### config.mk
export PLATFORM = sky130hd
export DESIGN_NAME = power_mode_ctrl_flat
export DESIGN_NICKNAME = d
export VERILOG_FILES = /design/src/rtl/power_mode_ctrl_if.sv /design/src/rtl/power_mode_ctrl.sv /design/src/flat_wrapper.sv
export SDC_FILE = /design/constraint.sdc
export NUM_CORES = 1
export LEC_CHECK = 0
export ABC_AREA = 1
export BUFFER_PORTS_ARGS = -buffer_cell sky130_fd_sc_hd__buf_2
export CAP_MARGIN = 10
export CORE_MARGIN = 1.5
export CORE_UTILIZATION = 53
export DETAILED_ROUTE_END_ITERATION = 12
export PLACE_DENSITY_LB_ADDON = 0.08
export REMOVE_ABC_BUFFERS = 1
export SLEW_MARGIN = 20
export SYNTH_ARGS = -nofsm -noshare
export SYNTH_HDL_FRONTEND = slang
export SYNTH_SLANG_ARGS = --single-unit
### constraint.sdc
create_clock -name sys_clk -period 2.2 [get_ports sys_clk]
set_input_delay 0.22 -clock sys_clk [delete_from_list [all_inputs] [get_ports sys_clk]]
set_output_delay 0.22 -clock sys_clk [all_outputs]
set_load 0.01 [all_outputs]
### src/rtl/power_mode_ctrl_if.sv
// Button/switch inputs and status outputs of the engine power controller.
interface power_mode_ctrl_if;
    logic       power_on;
    logic       power_off;
    logic       mode_signal1;
    logic       mode_signal2;
    logic       activity;
    logic       engine_on;
    logic [1:0] state;
    logic [1:0] mode;
    logic [9:0] hold_progress;

    modport master (
        output power_on, power_off, mode_signal1, mode_signal2, activity,
        input  engine_on, state, mode, hold_progress
    );

    modport slave (
        input  power_on, power_off, mode_signal1, mode_signal2, activity,
        output engine_on, state, mode, hold_progress
    );
endinterface

### src/rtl/power_mode_ctrl.sv
// Engine power FSM: hold-to-arm, debounced mode select, manual idle-off.
module power_mode_ctrl #(
    parameter int TICK_DIV   = 100000,
    parameter int HOLD_TICKS = 1000,
    parameter int IDLE_TICKS = 10000,
    parameter int MODE_TICKS = 20
) (
    input  logic             sys_clk,
    input  logic             rst_n,
    power_mode_ctrl_if.slave bus
);
    typedef enum logic [1:0] {
        S_OFF = 2'b00,
        S_ARM = 2'b01,
        S_ON  = 2'b10,
        S_REL = 2'b11
    } state_t;

    localparam logic [1:0] M_NONE = 2'b00;
    localparam logic [1:0] M_MAN  = 2'b01;
    localparam logic [1:0] M_SEMI = 2'b10;
    localparam logic [1:0] M_AUTO = 2'b11;

    localparam int DW = $clog2(TICK_DIV + 1);
    localparam int HC = $clog2(HOLD_TICKS + 1);
    localparam int HW = (HC > 10) ? HC : 10;
    localparam int IW = $clog2(IDLE_TICKS + 1);
    localparam int MW = $clog2(MODE_TICKS + 1);

    localparam logic [DW-1:0] DIV_LAST = DW'(TICK_DIV - 1);
    localparam logic [HW-1:0] HOLD_MAX = HW'(HOLD_TICKS);
    localparam logic [HW-1:0] PROG_MAX = HW'(1023);
    localparam logic [IW-1:0] IDLE_MAX = IW'(IDLE_TICKS);
    localparam logic [MW-1:0] MODE_MAX = MW'(MODE_TICKS);

    logic [1:0]    r_rst;
    logic          w_rst_n;
    logic [4:0]    r_meta;
    logic [4:0]    r_sync;
    logic [DW-1:0] r_div;
    logic          w_tick;
    state_t        r_state;
    state_t        w_state_nx;
    logic [HW-1:0] r_hold;
    logic [HW-1:0] w_hold_nx;
    logic [IW-1:0] r_idle;
    logic [IW-1:0] w_idle_nx;
    logic [MW-1:0] r_mcnt;
    logic [MW-1:0] w_mcnt_nx;
    logic [1:0]    r_mode;
    logic [1:0]    w_mode_nx;
    logic [1:0]    r_prev_dec;
    logic [1:0]    w_dec;
    logic          w_pon;
    logic          w_poff;
    logic          w_act;
    logic          w_commit;

    // Reset asserts at once but releases only on a clock edge.
    always_ff @(posedge sys_clk or negedge rst_n) begin
        if (!rst_n) r_rst <= 2'b00;
        else        r_rst <= {r_rst[0], 1'b1};
    end

    assign w_rst_n = r_rst[1];

    always_ff @(posedge sys_clk or negedge w_rst_n) begin
        if (!w_rst_n) begin
            r_meta <= '0;
            r_sync <= '0;
        end else begin
            r_meta <= {bus.power_on, bus.power_off, bus.mode_signal1,
                       bus.mode_signal2, bus.activity};
            r_sync <= r_meta;
        end
    end

    assign w_pon  = r_sync[4];
    assign w_poff = r_sync[3];
    assign w_act  = r_sync[0];

    always_comb begin
        priority case (1'b1)
            r_sync[2]: w_dec = M_AUTO;
            r_sync[1]: w_dec = M_SEMI;
            default:   w_dec = M_MAN;
        endcase
    end

    assign w_tick = (r_div == DIV_LAST);

    always_ff @(posedge sys_clk or negedge w_rst_n) begin
        if (!w_rst_n)    r_div <= '0;
        else if (w_tick) r_div <= '0;
        else             r_div <= r_div + 1'b1;
    end

    always_ff @(posedge sys_clk or negedge w_rst_n) begin
        if (!w_rst_n) begin
            r_state    <= S_OFF;
            r_hold     <= '0;
            r_idle     <= '0;
            r_mcnt     <= '0;
            r_mode     <= M_NONE;
            r_prev_dec <= M_NONE;
        end else begin
            r_state    <= w_state_nx;
            r_hold     <= w_hold_nx;
            r_idle     <= w_idle_nx;
            r_mcnt     <= w_mcnt_nx;
            r_mode     <= w_mode_nx;
            r_prev_dec <= w_dec;
        end
    end

    always_comb begin
        w_state_nx = r_state;
        w_hold_nx  = '0;
        w_idle_nx  = '0;
        w_mcnt_nx  = '0;
        w_mode_nx  = r_mode;
        w_commit   = 1'b0;
        unique case (r_state)
            S_OFF: begin
                w_mode_nx = M_NONE;
                if (w_pon && !w_poff) w_state_nx = S_ARM;
            end
            S_ARM: begin
                w_hold_nx = r_hold;
                if (w_poff || !w_pon) begin
                    w_state_nx = S_OFF;
                    w_hold_nx  = '0;
                end else if (r_hold >= HOLD_MAX) begin
                    w_state_nx = S_ON;
                    w_hold_nx  = '0;
                    w_mode_nx  = w_dec;
                end else if (w_tick) begin
                    w_hold_nx = r_hold + 1'b1;
                end
            end
            S_ON: begin
                w_idle_nx = r_idle;
                w_mcnt_nx = r_mcnt;
                if (w_poff) begin
                    w_state_nx = S_REL;
                    w_mode_nx  = M_NONE;
                    w_idle_nx  = '0;
                    w_mcnt_nx  = '0;
                end else if (r_mode == M_MAN && r_idle >= IDLE_MAX) begin
                    w_state_nx = S_REL;
                    w_mode_nx  = M_NONE;
                    w_idle_nx  = '0;
                    w_mcnt_nx  = '0;
                end else begin
                    // Any switch movement restarts the stability count.
                    if (w_dec == r_mode || w_dec != r_prev_dec) begin
                        w_mcnt_nx = '0;
                    end else if (r_mcnt >= MODE_MAX) begin
                        w_commit  = 1'b1;
                        w_mode_nx = w_dec;
                        w_mcnt_nx = '0;
                    end else if (w_tick) begin
                        w_mcnt_nx = r_mcnt + 1'b1;
                    end
                    if (r_mode != M_MAN || w_commit || w_act) begin
                        w_idle_nx = '0;
                    end else if (w_tick && r_idle < IDLE_MAX) begin
                        w_idle_nx = r_idle + 1'b1;
                    end
                end
            end
            S_REL: begin
                w_mode_nx = M_NONE;
                if (!w_pon && !w_poff) w_state_nx = S_OFF;
            end
        endcase
    end

    assign bus.engine_on     = (r_state == S_ON);
    assign bus.state         = r_state;
    assign bus.mode          = r_mode;
    assign bus.hold_progress = (r_hold > PROG_MAX) ? 10'd1023 : r_hold[9:0];
endmodule

### src/flat_wrapper.sv
// flat-port wrapper written by rule: the top's interface ports become plain ports
module power_mode_ctrl_flat 
#(
    parameter int TICK_DIV   = 100000,
    parameter int HOLD_TICKS = 1000,
    parameter int IDLE_TICKS = 10000,
    parameter int MODE_TICKS = 20
)
  (sys_clk, rst_n, bus_power_on, bus_power_off, bus_mode_signal1, bus_mode_signal2, bus_activity, bus_engine_on, bus_state, bus_mode, bus_hold_progress);
  power_mode_ctrl_if bus_i ();
  input  logic sys_clk;
  input  logic rst_n;
  input wire logic [$bits(bus_i.power_on)-1:0] bus_power_on;
  input wire logic [$bits(bus_i.power_off)-1:0] bus_power_off;
  input wire logic [$bits(bus_i.mode_signal1)-1:0] bus_mode_signal1;
  input wire logic [$bits(bus_i.mode_signal2)-1:0] bus_mode_signal2;
  input wire logic [$bits(bus_i.activity)-1:0] bus_activity;
  output wire logic [$bits(bus_i.engine_on)-1:0] bus_engine_on;
  output wire logic [$bits(bus_i.state)-1:0] bus_state;
  output wire logic [$bits(bus_i.mode)-1:0] bus_mode;
  output wire logic [$bits(bus_i.hold_progress)-1:0] bus_hold_progress;
  assign bus_i.power_on = bus_power_on;
  assign bus_i.power_off = bus_power_off;
  assign bus_i.mode_signal1 = bus_mode_signal1;
  assign bus_i.mode_signal2 = bus_mode_signal2;
  assign bus_i.activity = bus_activity;
  assign bus_engine_on = bus_i.engine_on;
  assign bus_state = bus_i.state;
  assign bus_mode = bus_i.mode;
  assign bus_hold_progress = bus_i.hold_progress;
  power_mode_ctrl #(.TICK_DIV(TICK_DIV), .HOLD_TICKS(HOLD_TICKS), .IDLE_TICKS(IDLE_TICKS), .MODE_TICKS(MODE_TICKS)) u_core (.sys_clk(sys_clk), .rst_n(rst_n), .bus(bus_i));
endmodule
# Word-level counts from Yosys, hierarchy flattened
# Cells that the tools add are included.
dict set report classes {
  n_addsub 4
  n_mul 0
  div_mod_pow 0
  order_cmp 5
  n_eq_ne 19
  shift 0
  mux 38
  bitwise 0
  n_reduce_logical 14
}
# op n
set ops {}
lappend ops {{2-to-1 mux 14 bit} 5}
lappend ops {{2-to-1 mux 10 bit} 5}
lappend ops {{2-to-1 mux 5 bit} 6}
lappend ops {{2-to-1 mux 2 bit} 14}
lappend ops {{adder 17 x 1 -> 17 bit (second input constant)} 1}
lappend ops {{== test 17 bit (second input constant)} 1}
lappend ops {{2-to-1 mux 17 bit} 1}
lappend ops {{adder 14 x 1 -> 14 bit (second input constant)} 1}
lappend ops {{greater-or-equal comparator 14 bit (second input constant)} 1}
lappend ops {{< comparator 14 bit (second input constant)} 1}
lappend ops {{adder 10 x 1 -> 10 bit (second input constant)} 1}
lappend ops {{greater-or-equal comparator 10 bit (second input constant)} 1}
lappend ops {{greater-than comparator 10 bit (second input constant)} 1}
lappend ops {{inequality test 2 x 1 -> 1 bit (second input constant)} 4}
lappend ops {{inequality test 4 x 1 -> 1 bit (second input constant)} 2}
lappend ops {{case mux 2 bit (4 select lines)} 1}
lappend ops {{AND reduction 4 bit} 2}
lappend ops {{inequality test 3 x 1 -> 1 bit (second input constant)} 2}
lappend ops {{inequality test 6 x 1 -> 1 bit (second input constant)} 1}
lappend ops {{case mux 2 bit (3 select lines)} 1}
lappend ops {{adder 5 x 1 -> 5 bit (second input constant)} 1}
lappend ops {{greater-or-equal comparator 5 bit (second input constant)} 1}
lappend ops {{2-to-1 mux 1 bit} 5}
lappend ops {{inequality test 5 x 1 -> 1 bit (second input constant)} 1}
lappend ops {{11 further kinds} 20}
dict set report totals {
  regBits 64
  latchBits 0
  ramBits 0
  romBits 0
  inputBits 7
  mem_count 0
}

# Depth between registers and ports, before layout
dict set report depth {
  ltp_word 14
  mapped_depth 12
  mapped_depth_nobuf 12
}

# Least setup slack after synthesis
# Ideal clock, no wire load.
dict set report synth_timing {
  path_kind {register -> register}
  from {register u_core.r_div[0]}
  to {register u_core.r_idle[10]}
  setup_time_ns 0.119
  arrival_time_ns 1.474
  t_required_ns 2.081
  slack_ns 0.608
  stages_incl_launch_ff 11
  path_buffers 0
  synth_period_minus_slack_ns 1.592
  path_cell_list {dfrtp_1 ha_1 nand2_2 nor2_4 nand2_4 nor2_4 nand2_4 nor2_4 nand2_1 xor2_1 nor2_2}
}
dict set report synth_via {
  elab_chain_cells 3
}
# item line_no
set synth_lines {}
lappend synth_lines {{start: declaration} power_mode_ctrl.sv:40} ;# logic [DW-1:0] r_div;
lappend synth_lines {{start signal: assignment} power_mode_ctrl.sv:95} ;# else r_div <= r_div + 1'b1;
lappend synth_lines {{== test 17 bit} power_mode_ctrl.sv:90} ;# assign w_tick = (r_div == DIV_LAST);
lappend synth_lines {{logical AND 1 bit} power_mode_ctrl.sv:167} ;# end else if (w_tick && r_idle < IDLE_MAX) begin
lappend synth_lines {{inequality test 5 x 1 -> 1 bit (no source line)} --}
lappend synth_lines {{end signal: assignment} power_mode_ctrl.sv:109} ;# r_idle <= w_idle_nx;
lappend synth_lines {{end: declaration} power_mode_ctrl.sv:46} ;# logic [IW-1:0] r_idle;
# No other way between the ends.
# A chain may end at the register's enable or synchronous reset.

# Final worst setup path
dict set report layout_timing {
  from {register u_core.r_div[0]}
  to {register u_core.r_idle[7]}
}
# Same word-level chain as after synthesis.

==> summary.md <==
| Metric | Value |
|---|---|
| Worst path bufs/invs | `0` |
| Fin. max-slew vios | `0` |
| Worst-Skew Late Latency | `330 ps` |
| Row Count | `29` |
| Wirelength per Cell | `12.4 um` |
| Capture point of the worst path | `u_core.r_idle[7]$_DFFE_PN0P_` |
| Reg-to-reg endpoint | `u_core.r_idle[7]$_DFFE_PN0P_` |
| Hold Fails Final Rpt | `0` |
| Top-Level Pins | `22` |
| Static Leakage | `1.80 nW` |
| Final nets | `475` |
| Internal power | `0.00188 W` |
| Syn Std Cell Area | `3530 um^2` |
| DR pass1 iterations | `4` |
| Critical Path Max Stage Delay | `380 ps` |
| Bufs on Longest Clock Path | `2` |
| Yosys warns | `0` |
| Die width | `84.6 um` |
| Tightest Pin Transition | `533 ps` |
| Initial core utilization | `55.3%` |
| Reg2Reg Setup Slack | `390 ps` |
| CTS resizes | `0` |
| GPL Wtd Cong | `0.873` |
| Worst hold slack | `190 ps` |
| Share of cells above drive strength 1 | `18.0%` |
| Critical R2R Launch | `u_core.r_div[0]$_DFF_PN0_` |
| Setup TNS | `0 ps` |
| Run status | `finished clean` |
| Number of global-route vias before repair | `2692` |
| TritonCTS Buffers | `9` |
| Clock Skew | `6.94 ps` |
| Max Freq | `554 MHz` |
| Final instance area | `3940 um^2` |
| H-tree depth | `3` |
| Die ar. | `7160 um^2` |
| CTS tree | `done` |
| Vias | `2771` |
| Post-CTS Setup Inserts | `0` |
| Seq/Total Area, Yosys | `45.4%` |
| DP HPWL | `4900 um` |
| CTS root buffer | `clkbuf_8` |
| Initial antenna violation count | `0` |
| Worst-path clk slew | `70 ps` |
| Port Buffer Count | `21` |
| Drt initial violations | `159` |
| Crit path max-delay cell type | `dfrtp_1` |
| Critical path data arrival time | `2020 ps` |
| First-pass GRT wire length | `12200 um` |
| Global route overflow | `0` |
| Gr usage total | `21.1%` |
| CP required | `2410 ps` |
| Setup ws final | `395 ps` |
| Routed vias/inst | `5.10` |
| Slew margin rel. | `64.4%` |
| Clock Power Share | `37.3%` |
| Antenna viol nets, final | `0` |
| DRC Markers | `0` |
| Critical path depth | `10` |
| # diodes | `0` |
| Core Area | `6390 um^2` |
| Critical path launch point type | `flip-flop` |
| Crit-path leading delay family | `simple AND/OR/NAND/NOR gates` |
| Tmin final | `1810 ps` |
| Layout fillers | `546` |
| Psw | `0.000754 W` |
| Reg2reg path depth | `10` |
| Critical Path Start | `u_core.r_div[0]$_DFF_PN0_` |
| CP max FO | `9` |
| Syn avg cell area | `8.11 um^2` |
| Worst vdd ir | `0.000500 V` |
| Area after DPL | `3690 um^2` |
| Synth Instances | `435` |
| Switching share of power | `28.6%` |
| Pin count of the biggest net entering global routing | `41` |
| CP Capture Type | `flip-flop` |
| Layout area overhead | `11.6%` |
| Setup violators final | `0` |
| Logic pwr share | `13.9%` |
| Pre-CTS setup slack | `416 ps` |
| Die H | `84.6 um` |
| Non-Filler Instances | `543` |
| Critical path class | `reg -> reg` |
| CTS Hold Bufs | `6` |
| Max-Cap Viols | `0` |
| Period utilization | `82.0%` |
| Reg power frac | `48.8%` |
| CP Cell Sequence | `ha_1, nand2_2, nor2_4, nand2_4, nor2_4, nand2_2, nor2_1, nand3_1, nand2_1, nor2_2` |
| Number of synthesized register bits | `64` |
| # placed instances | `521` |
| Cell variety after synth | `36` |
| Hold crit path type | `in -> async` |
| RSZ-0062 raised after global routing | `false` |
| Power Density | `668 nW/um^2` |
| Sinks on Clock Net | `64` |
| Drt total wl | `6760 um` |
==> cells by family after synthesis <==
logic type | count (synthesis) | synth area share [%]
xor gates and xnor gates | 20 | 4.96
other | 1 | 0.106
adders and majority gates | 7 | 2.48
and+or+nand+nor | 222 | 31.5
DFF | 64 | 45.4
AOI/OAI and AO/OA | 41 | 6.66
buffers and inverters | 80 | 8.86
==> area by class of cell <==
cell class / instances / area, um^2 / share of cell area [%]
timing repair buffer: 28 / 185 / 4.70
clock inverter: 6 / 61.3 / 1.56
sequential: 64 / 1600 / 40.7
clock buffer: 10 / 128 / 3.24
tap: 77 / 96.3 / 2.45
inverter: 67 / 251 / 6.38
multi-input combinational: 291 / 1620 / 41.0
==> cell usage in the layout (no fill, tap or decap), types with 3 or more instances in the layout <==
cell / synthesis / layout
nand2_1: 81 / 81
dfrtp_1: 64 / 63
inv_1: 62 / 62
nor2_1: 44 / 44
nand3_1: 26 / 26
buf_2: 0 / 21
xor2_1: 17 / 17
o21ai_0: 17 / 17
nor2_2: 16 / 16
nand4_1: 14 / 14
a21oi_1: 12 / 12
nor3_1: 11 / 11
clkbuf_8: 0 / 9
nor2_4: 8 / 8
nand2_2: 7 / 7
ha_1: 7 / 7
dlygate4sd3_1: 0 / 6
nor4_1: 5 / 5
inv_2: 5 / 5
nand2_4: 4 / 4
xnor2_1: 3 / 3
clkinv_2: 0 / 3
==> worst reg2reg max path, stage by stage, from the launching register on <==
cell	delay [ps]
dfrtp_1	380
ha_1	220
nand2_2	90
nor2_4	120
nand2_4	100
nor2_4	280
nand2_2	120
nor2_1	160
nand3_1	90
nand2_1	100
nor2_2	30
==> Yosys cell counts (all sizes together) <==
master / number / area [um^2]
a211oi: 2 / 15.0
a21boi: 1 / 11.3
a21oi: 13 / 68.8
a22oi: 2 / 15.0
and3: 1 / 6.26
buf: 2 / 18.8
clkbuf: 11 / 42.5
conb: 1 / 3.75
dfrtp: 64 / 1600
ha: 7 / 87.6
inv: 67 / 251
nand2: 92 / 393
nand3: 29 / 168
nand4: 14 / 87.6
nor2: 68 / 355
nor3: 12 / 65.1
nor3b: 1 / 7.51
nor4: 5 / 31.3
o211ai: 1 / 7.51
o21a: 1 / 7.51
o21ai: 19 / 95.1
o21bai: 2 / 15.0
xnor2: 3 / 26.3
xor2: 17 / 149
==> through the flow <==
stage	utilization [%]	power, W
after CTS	61.7	0.00266
after global routing	61.7	0.00277
after detailed placement	57.8	0.00167
after global placement	57.8	0.00166
final	61.7	0.00263
after floorplan	-	0.00156
==> metal layers <==
layer	part of all wire (%)	wire (um)	global-route usage (%)	up-vias
met5	0	0	0	-
met4	2.0	133	8.65	0
met3	2.8	186	3.54	13
met2	47	3170	34.2	45
met1	48	3260	28.2	1288
li1	-	-	-	1425
==> sequential cells by signal, indices dropped and copies added (netlist names), named ones only <==
register and cells:
u_core.r_hold 10, u_core.bus.mode 2, u_core.r_prev_dec 2, u_core.r_rst 2, u_core.r_div 17, u_core.r_sync 5, u_core.r_idle 14, u_core.bus.state 1
u_core.r_meta 5, u_core.r_mcnt 5
==> worst min-delay path by stage <==
stage | from | endpoint | slack (ps) | depth (start not counted)
CTS | rst_n | u_core.r_rst[1]$_DFF_PN0_ | 180 | 2
finish | rst_n | u_core.r_rst[1]$_DFF_PN0_ | 190 | 2
global route | rst_n | u_core.r_rst[1]$_DFF_PN0_ | 180 | 2
detailed placement | rst_n | u_core.r_rst[0]$_DFF_PN0_ | 6 | 1
floorplan | rst_n | u_core.r_rst[0]$_DFF_PN0_ | -80 | 0
global placement | rst_n | u_core.r_rst[0]$_DFF_PN0_ | 4 | 1
==> power by group through the flow <==
stage	logic (W)	clock network (W)	registers (W)
final	0.000366	0.000981	0.00128
after global routing	0.000424	0.00105	0.00130
after global placement	0.000353	0	0.00131
after CTS	0.000369	0.00100	0.00129
after detailed placement	0.000360	0	0.00131
after floorplan	0.000232	0	0.00132
Note: power is estimated with default switching activity, not from simulation.
